==> src/rtl/alu_sequencer.sv <==
// alu_sequencer: frame-triggered micro-sequencer that owns the 8x16
// register file and steps the shared combinational Alu.
module alu_sequencer #(
    parameter int ADDR_W = 5,
    parameter int NREG   = 8
) (
    input  logic              clk,
    input  logic              reset_n,
    input  logic              vga_v_sync,
    output logic [ADDR_W-1:0] instr_addr,
    input  logic [15:0]       instr_data,
    output logic [15:0]       operand1,
    output logic [15:0]       operand2,
    output logic              carryIn,
    output logic              enableAlu,
    output logic              enableShift,
    output logic              enableLoad,
    output logic [2:0]        aluOperation,
    output logic [2:0]        shiftOperation,
    output logic [2:0]        loadOperation,
    input  logic [15:0]       result,
    input  logic              carryOut,
    input  logic [2:0]        rd_sel,
    output logic [15:0]       rd_data,
    output logic              busy,
    output logic              overrun
);

    typedef enum logic [1:0] {IDLE, FETCH, EXEC, WRITE} state_t;

    localparam logic [ADDR_W-1:0] PC_ONE = 1;

    state_t            state_q, state_d;
    logic [ADDR_W-1:0] pc_q, pc_d;
    logic [15:0]       ir_q, ir_d;
    logic [15:0]       rf_q [NREG];
    logic              carry_q, carry_d;
    logic              busy_q, busy_d;
    logic              ovr_q, ovr_d;
    logic              vs_q, vs_prev_q;
    logic              trig, wr_en, drive;

    logic [1:0] cls;
    logic [2:0] op, dst, src1, src2;
    logic       usec, last;

    assign cls   = ir_q[15:14];
    assign op    = ir_q[13:11];
    assign dst   = ir_q[10:8];
    assign src1  = ir_q[7:5];
    assign src2  = ir_q[4:2];
    assign usec  = ir_q[1];
    assign last  = ir_q[0];

    assign trig  = vs_q & ~vs_prev_q;
    assign drive = (state_q == EXEC) || (state_q == WRITE);

    always_comb begin
        state_d = state_q;
        pc_d    = pc_q;
        ir_d    = ir_q;
        carry_d = carry_q;
        busy_d  = busy_q;
        ovr_d   = ovr_q;
        wr_en   = 1'b0;
        if (trig && state_q != IDLE)
            ovr_d = 1'b1;
        unique case (state_q)
            IDLE: begin
                pc_d = '0;
                if (trig) begin
                    state_d = FETCH;
                    busy_d  = 1'b1;
                end
            end
            FETCH: begin
                ir_d    = instr_data;
                state_d = EXEC;
            end
            EXEC: state_d = WRITE;
            WRITE: begin
                if (cls != 2'b11) begin
                    wr_en   = 1'b1;
                    carry_d = carryOut;
                end
                if (last || pc_q == '1) begin
                    pc_d    = '0;
                    busy_d  = 1'b0;
                    state_d = IDLE;
                end else begin
                    pc_d    = pc_q + PC_ONE;
                    state_d = FETCH;
                end
            end
            default: state_d = IDLE;
        endcase
    end

    // Alu drive is held across EXEC and WRITE so result is stable at the write edge
    always_comb begin
        operand1       = '0;
        operand2       = '0;
        carryIn        = 1'b0;
        enableAlu      = 1'b0;
        enableShift    = 1'b0;
        enableLoad     = 1'b0;
        aluOperation   = '0;
        shiftOperation = '0;
        loadOperation  = '0;
        if (drive) begin
            operand1 = rf_q[src1];
            operand2 = rf_q[src2];
            carryIn  = usec & carry_q;
            unique case (cls)
                2'b00: begin
                    enableAlu    = 1'b1;
                    aluOperation = op;
                end
                2'b01: begin
                    enableShift    = 1'b1;
                    shiftOperation = op;
                end
                2'b10: begin
                    enableLoad    = 1'b1;
                    loadOperation = op;
                end
                default: ;
            endcase
        end
    end

    always_ff @(posedge clk or negedge reset_n) begin
        if (!reset_n) begin
            state_q   <= IDLE;
            pc_q      <= '0;
            ir_q      <= '0;
            carry_q   <= 1'b0;
            busy_q    <= 1'b0;
            ovr_q     <= 1'b0;
            vs_q      <= 1'b0;
            vs_prev_q <= 1'b0;
            for (int i = 0; i < NREG; i++)
                rf_q[i] <= '0;
        end else begin
            state_q   <= state_d;
            pc_q      <= pc_d;
            ir_q      <= ir_d;
            carry_q   <= carry_d;
            busy_q    <= busy_d;
            ovr_q     <= ovr_d;
            vs_q      <= vga_v_sync;
            vs_prev_q <= vs_q;
            if (wr_en)
                rf_q[dst] <= result;
        end
    end

    assign instr_addr = pc_q;
    assign rd_data    = rf_q[rd_sel];
    assign busy       = busy_q;
    assign overrun    = ovr_q;

endmodule

==> config.mk <==
export PLATFORM = sky130hd
export DESIGN_NAME = alu_sequencer
export DESIGN_NICKNAME = d
export VERILOG_FILES = /design/src/rtl/alu_sequencer.sv
export SDC_FILE = /design/constraint.sdc
export NUM_CORES = 1
export LEC_CHECK = 0
export CORE_UTILIZATION = 35
export DETAILED_ROUTE_END_ITERATION = 10
export GPL_TIMING_DRIVEN = 0
export PLACE_DENSITY_LB_ADDON = 0.1
export SLEW_MARGIN = 20
export SYNTH_ARGS = -nofsm -noshare
export SYNTH_HDL_FRONTEND = slang
export SYNTH_SLANG_ARGS = --single-unit
==> constraint.sdc <==
create_clock -name clk -period 3 [get_ports clk]
set_input_delay 0.3 -clock clk [delete_from_list [all_inputs] [get_ports clk]]
set_output_delay 0.3 -clock clk [all_outputs]
set_load 0.005 [all_outputs]
; ---- Word level (Yosys, flattened, before mapping)
; Index checks and enable logic that the tools add are counted.
[op_classes]
mux = 37
n_reduce_logical = 10
magnitude_cmp = 5
n_addsub = 1
eq_ne = 9
bitwise_logic = 7
[ops]
columns = operator, count
row1 = 16-bit binary-select mux with 3-bit select, 3
row2 = 16-bit 2-to-1 mux, 9
row3 = 128-bit bitwise mux, 1
row4 = 16-bit demux with 3-bit select, 1
row5 = 3-bit 2-to-1 mux, 6
row6 = "4-bit >= comparator, second input constant", 4
row7 = 3-bit NOT with 4-bit output, 4
row8 = 1-bit 2-to-1 mux, 12
row9 = 5-bit one-hot mux with 2 select lines, 1
row10 = 2-bit one-hot mux with 4 select lines, 1
row11 = "2-bit equality test, second input constant", 3
row12 = "5-bit by 1-bit adder with 5-bit output, second input constant", 1
row13 = "5-bit equality test, second input constant", 1
row14 = 5-bit 2-to-1 mux, 1
row15 = "2-bit by 1-bit equality test with 1-bit output, second input constant", 2
row16 = 2-bit logical NOT, 2
row17 = "4-bit by 1-bit < comparator with 1-bit output, second input constant", 1
row18 = "2-bit != test, second input constant", 2
row19 = 2-bit nonzero test, 2
row20 = 3-bit AND reduction, 1
row21 = 1-bit bitwise AND, 2
row22 = 1-bit logical AND, 2
row23 = 1-bit logical OR, 2
row24 = 2-bit 2-to-1 mux, 1
row25 = other kinds (4), 4
[word_totals]
output_inout_bits = 68
ff_bits = 156
elab_cells = 85
inputBits = 39

; ---- Logic depth before layout (Yosys ltp)
[logic_depth]
ltp_word = 6
ltp_mapped = 6

; ---- Worst setup path after synthesis
; OpenSTA, ideal clock, no wires.
[synth_path]
path_kind = flip-flop to output port
start = reg state_q[0]
end = out operand1[11]
t_arrival_ns = 1.788
path_slack_ns = 0.912
path_stages_with_launch = 7
t_required_ns = 2.700
path_cell_list = dfrtp_1 -> inv_1 -> ha_1 -> o21bai_1 -> clkbuf_1 -> o32ai_1 -> or3_1
[synth_between]
elab_chain_len = 3
word_cells_on_any_way = 4
[synth_lines]
columns = item, line
row1 = start: declaration, 33  ; state_t state_q, state_d;
row2 = start signal: assignment, 145  ; state_q <= state_d;
row3 = 2-bit equality test, 56  ; assign drive = (state_q == EXEC) || (state_q == WRITE);
row4 = 1-bit logical OR (*), 56
row5 = 16-bit 2-to-1 mux (*), 110  ; if (drive) begin
row6 = end: declaration, 12  ; output logic [15:0] operand1,
; Mark *: on every way between the ends. The rest lies on a longest branch, timed or not.

; ---- Worst setup path after layout
[layout_path]
start = reg state_q[1]
end = out operand1[12]
; The elaborated chain is that of the path after synthesis.

==> flow_metrics.py <==
metrics = {
    "sta": {
        "fin_crit_sh_pct": 99.4,
        "rsz0062_at_grt": "yes",
        "worstMarginPinSlew_ps": 864,
        "finalCriticalPeriod_ps": 2980,
        "maxSlewViolCount": 0,
        "skew_ps": 19.5,
        "setup_viol": 0,
        "setup_ws_ps": 18.6,
        "timing.fmax_ghz": 0.335,
        "max_slew_margin_pct": 42.4,
        "hold_viol": 0,
    },
    "routing": {
        "viasPerCell": 5.83,
        "wl_per_cell_um": 27.4,
        "drc_errors": 0,
        "wirelength_mm": 34.9,
        "dr.pass1.iters": 5,
        "final_antenna_net_count": 0,
        "num_vias": 7425,
        "drt_iter0_drc": 459,
    },
    "synthesis": {
        "yosysWarnings": 0,
        "seq_area_frac_synth_pct": 41.0,
        "synthFlopType": "dfrtp_1",
        "synth_seq_cells": 156,
        "synthMuxAreaShare_pct": 38.3,
        "yosys.area_share.simple_pct": 10.5,
        "syn_nets": 825,
        "synth_edf_count": 0,
        "synth_compound_area_share_pct": 5.90,
        "async_flop_share_pct": 100,
        "ys_top_cells_by_count": "mux2i_1 (160), dfrtp_1 (156), mux2_2 (136)",
        "synth_cell_types": 42,
        "syn_inst": 779,
        "synthTopCellsByArea": "dfrtp_1 (41%), mux2i_1 (17%), mux2_2 (16%), mux4_2 (3.8%), o32ai_1 (3.0%)",
        "synth_top_area_share_pct": 41.0,
        "synth_xor_area_share_pct": 0,
        "yosysMostFrequentCell": "mux2i_1",
        "synth_top_family_by_area": "multiplexers",
        "avgSynthCellArea_um2": 12.2,
        "synthAdderAreaFrac_pct": 0.921,
        "netlist_area_um2": 9510,
        "yosys.area.top_type": "dfrtp_1",
    },
    "final_layout": {
        "antenna_cells": 0,
        "design_area_um2": 12200,
        "areaGrowthSynthToFinish_pct": 28.6,
        "fillerInstances": 2458,
        "final_cells": 1274,
        "drive_gt1_share_pct": 31.9,
        "nets": 972,
    },
    "grt": {
        "track_usage_pct": 25.4,
        "antenna_found_initial": 0,
        "grt_first_pass_wirelength_mm": 50.8,
        "overflow": 0,
        "grt_pass1_vias": 7571,
        "grt_max_degree": 60,
    },
    "worst_setup_path": {
        "cp.arrival_ps": 2680,
        "startpoint": "state_q[1]$_DFFE_PN0P_",
        "crit_path_end_kind": "output port",
        "r2r-start": "state_q[1]$_DFFE_PN0P_",
        "worst_ep_required_time_ps": 2700,
        "critPathMaxFanout": 10,
        "worstSetupPathType": "reg2out",
        "start_kind": "flop",
    },
    "outcome": {
        "status": "completed",
    },
    "floorplan": {
        "rows": 59,
        "core_area_um2": 26400,
        "start_util_pct": 36.1,
        "dieArea_um2": 27800,
        "io_pins": 107,
        "fp.dieW_um": 167,
        "die_h_um": 167,
    },
    "worst_hold_path": {
        "min_from": "vga_v_sync",
        "hp-class": "in2reg",
    },
    "clock_tree": {
        "h-tree-depth": 4,
        "cts_root_buf": "clkbuf_16",
        "clockBufferDepth": 2,
        "cts_tree": "yes",
        "clkSlewWorstSetupHoldPaths_ps": 70,
        "cts_inserted_buffers": 17,
        "clock_latency_ps": 450,
        "cts_sinks": 156,
    },
    "power_and_ir_drop": {
        "p_total_uw": 14400,
        "vdd_ir_drop_max_v": 0.000712,
        "p_per_area_nw_per_um2": 1180,
        "leakagePower_uw": 0.00544,
    },
    "place": {
        "dpl_cell_area_um2": 11000,
        "place_ws_ps": -586,
        "dp_hpwl_mm": 22.0,
        "numPortBuffers": 105,
        "gp_congestion": 0.812,
        "dp_cells": 1221,
    },
    "job": {
        "maxCapViolCount": 0,
    },
}
[final timing paths]
check,endpoint,slack (ps),cells after the start
max,operand1[12],20,8
min,vs_q$_DFF_PN0_,290,1
max reg2reg,rf_q[103]$_DFFE_PN0P_,520,7
min reg2reg,vs_prev_q$_DFF_PN0_,390,0
max in group asynchronous,ir_q[8]$_DFFE_PN0N_,1990,3
min in group asynchronous,rf_q[104]$_DFFE_PN0P_,350,2
[worst max-delay path, stage by stage (launching register included)]
cell             delay, ps
dfrtp_2                460
ha_4                   180
buf_8                  150
o211ai_4               270
buf_6                  160
buf_8                  140
o32ai_1                 70
or3_1                  350
clkdlybuf4s50_1        460
[timing repair]
| action | 4_1_cts | 5_1_grt |
|---|---|---|
| cloned | 1 | 2 |
| buffers inserted | 8 | 9 |
| pin swaps | 10 | 8 |
| hold endpoints to repair | 44 | 0 |
| hold buffers | 1 | 0 |
| resized for setup | 85 | 42 |
| setup endpoints to repair | 50 | 31 |
[report_power, final]
part	total, µW	internal [µW]	switching [µW]
Clock	2210	1180	1030
Sequential	4160	3110	1050
Combinational	8070	4210	3860
[cell families (layout without fill, tap and decap cells)]
kind of cell | count (synthesis) | in the layout
AO/OA/AOI/OAI | 65 | 65
adder cells (fa/ha/maj) | 7 | 7
buffers and inverters | 65 | 225
flip-flops | 156 | 156
multiplexers | 322 | 322
AND/OR/NAND/NOR | 164 | 164
[stage by stage]
step           hold WS (ps)  util (%)  TNS (ps)
3_5_place_dp            226      41.9    -17000
2_1_floorplan          4.41         -         0
3_3_place_gp            365      41.7   -847960
6_report                290      46.4         0
5_1_grt                 301      46.4      -148
4_1_cts                 280      45.6     -15.9
[area by class of cell]
type	count	area [µm²]	share of cell area, %
timing repair buffer	128	1340	10.9
buffer	61	531	4.33
inverter	4	15.0	0.123
multi-input combinational	558	5450	44.6
clock inverter	15	155	1.27
tap	335	419	3.42
clock buffer	17	425	3.48
sequential	156	3910	31.9
[state kept, by name, indices dropped and copies added (netlist names)]
| name | cells |
|---|---|
| ir_q | 16 |
| carry_q | 1 |
| rf_q | 128 |
| overrun | 1 |
| vs_q | 1 |
| vs_prev_q | 1 |
| instr_addr | 5 |
| busy | 1 |
| state_q | 2 |
[cell usage in the layout (no fill, tap or decap), drive strengths merged, types with 3 or more instances in the layout]
master / count
a221oi: 16
and2: 10
buf: 63
clkbuf: 38
clkdlybuf4s50: 88
clkinv: 5
dfrtp: 156
dlygate4sd2: 6
dlymetal6s2s: 10
ha: 7
inv: 12
mux2: 146
mux2i: 160
mux4: 16
nand2: 12
nand3: 5
nor2: 9
nor2b: 18
nor3: 35
nor3b: 35
o21ai: 5
o21bai: 3
o32ai: 33
or3: 32
[layer usage]
layer	track usage [%]	part of all wire, %
met1	35.0	46
met2	40.6	46
met3	4.52	5.8
met4	7.00	2.1
met5	0	0
Power figures use the tool's default switching activity.
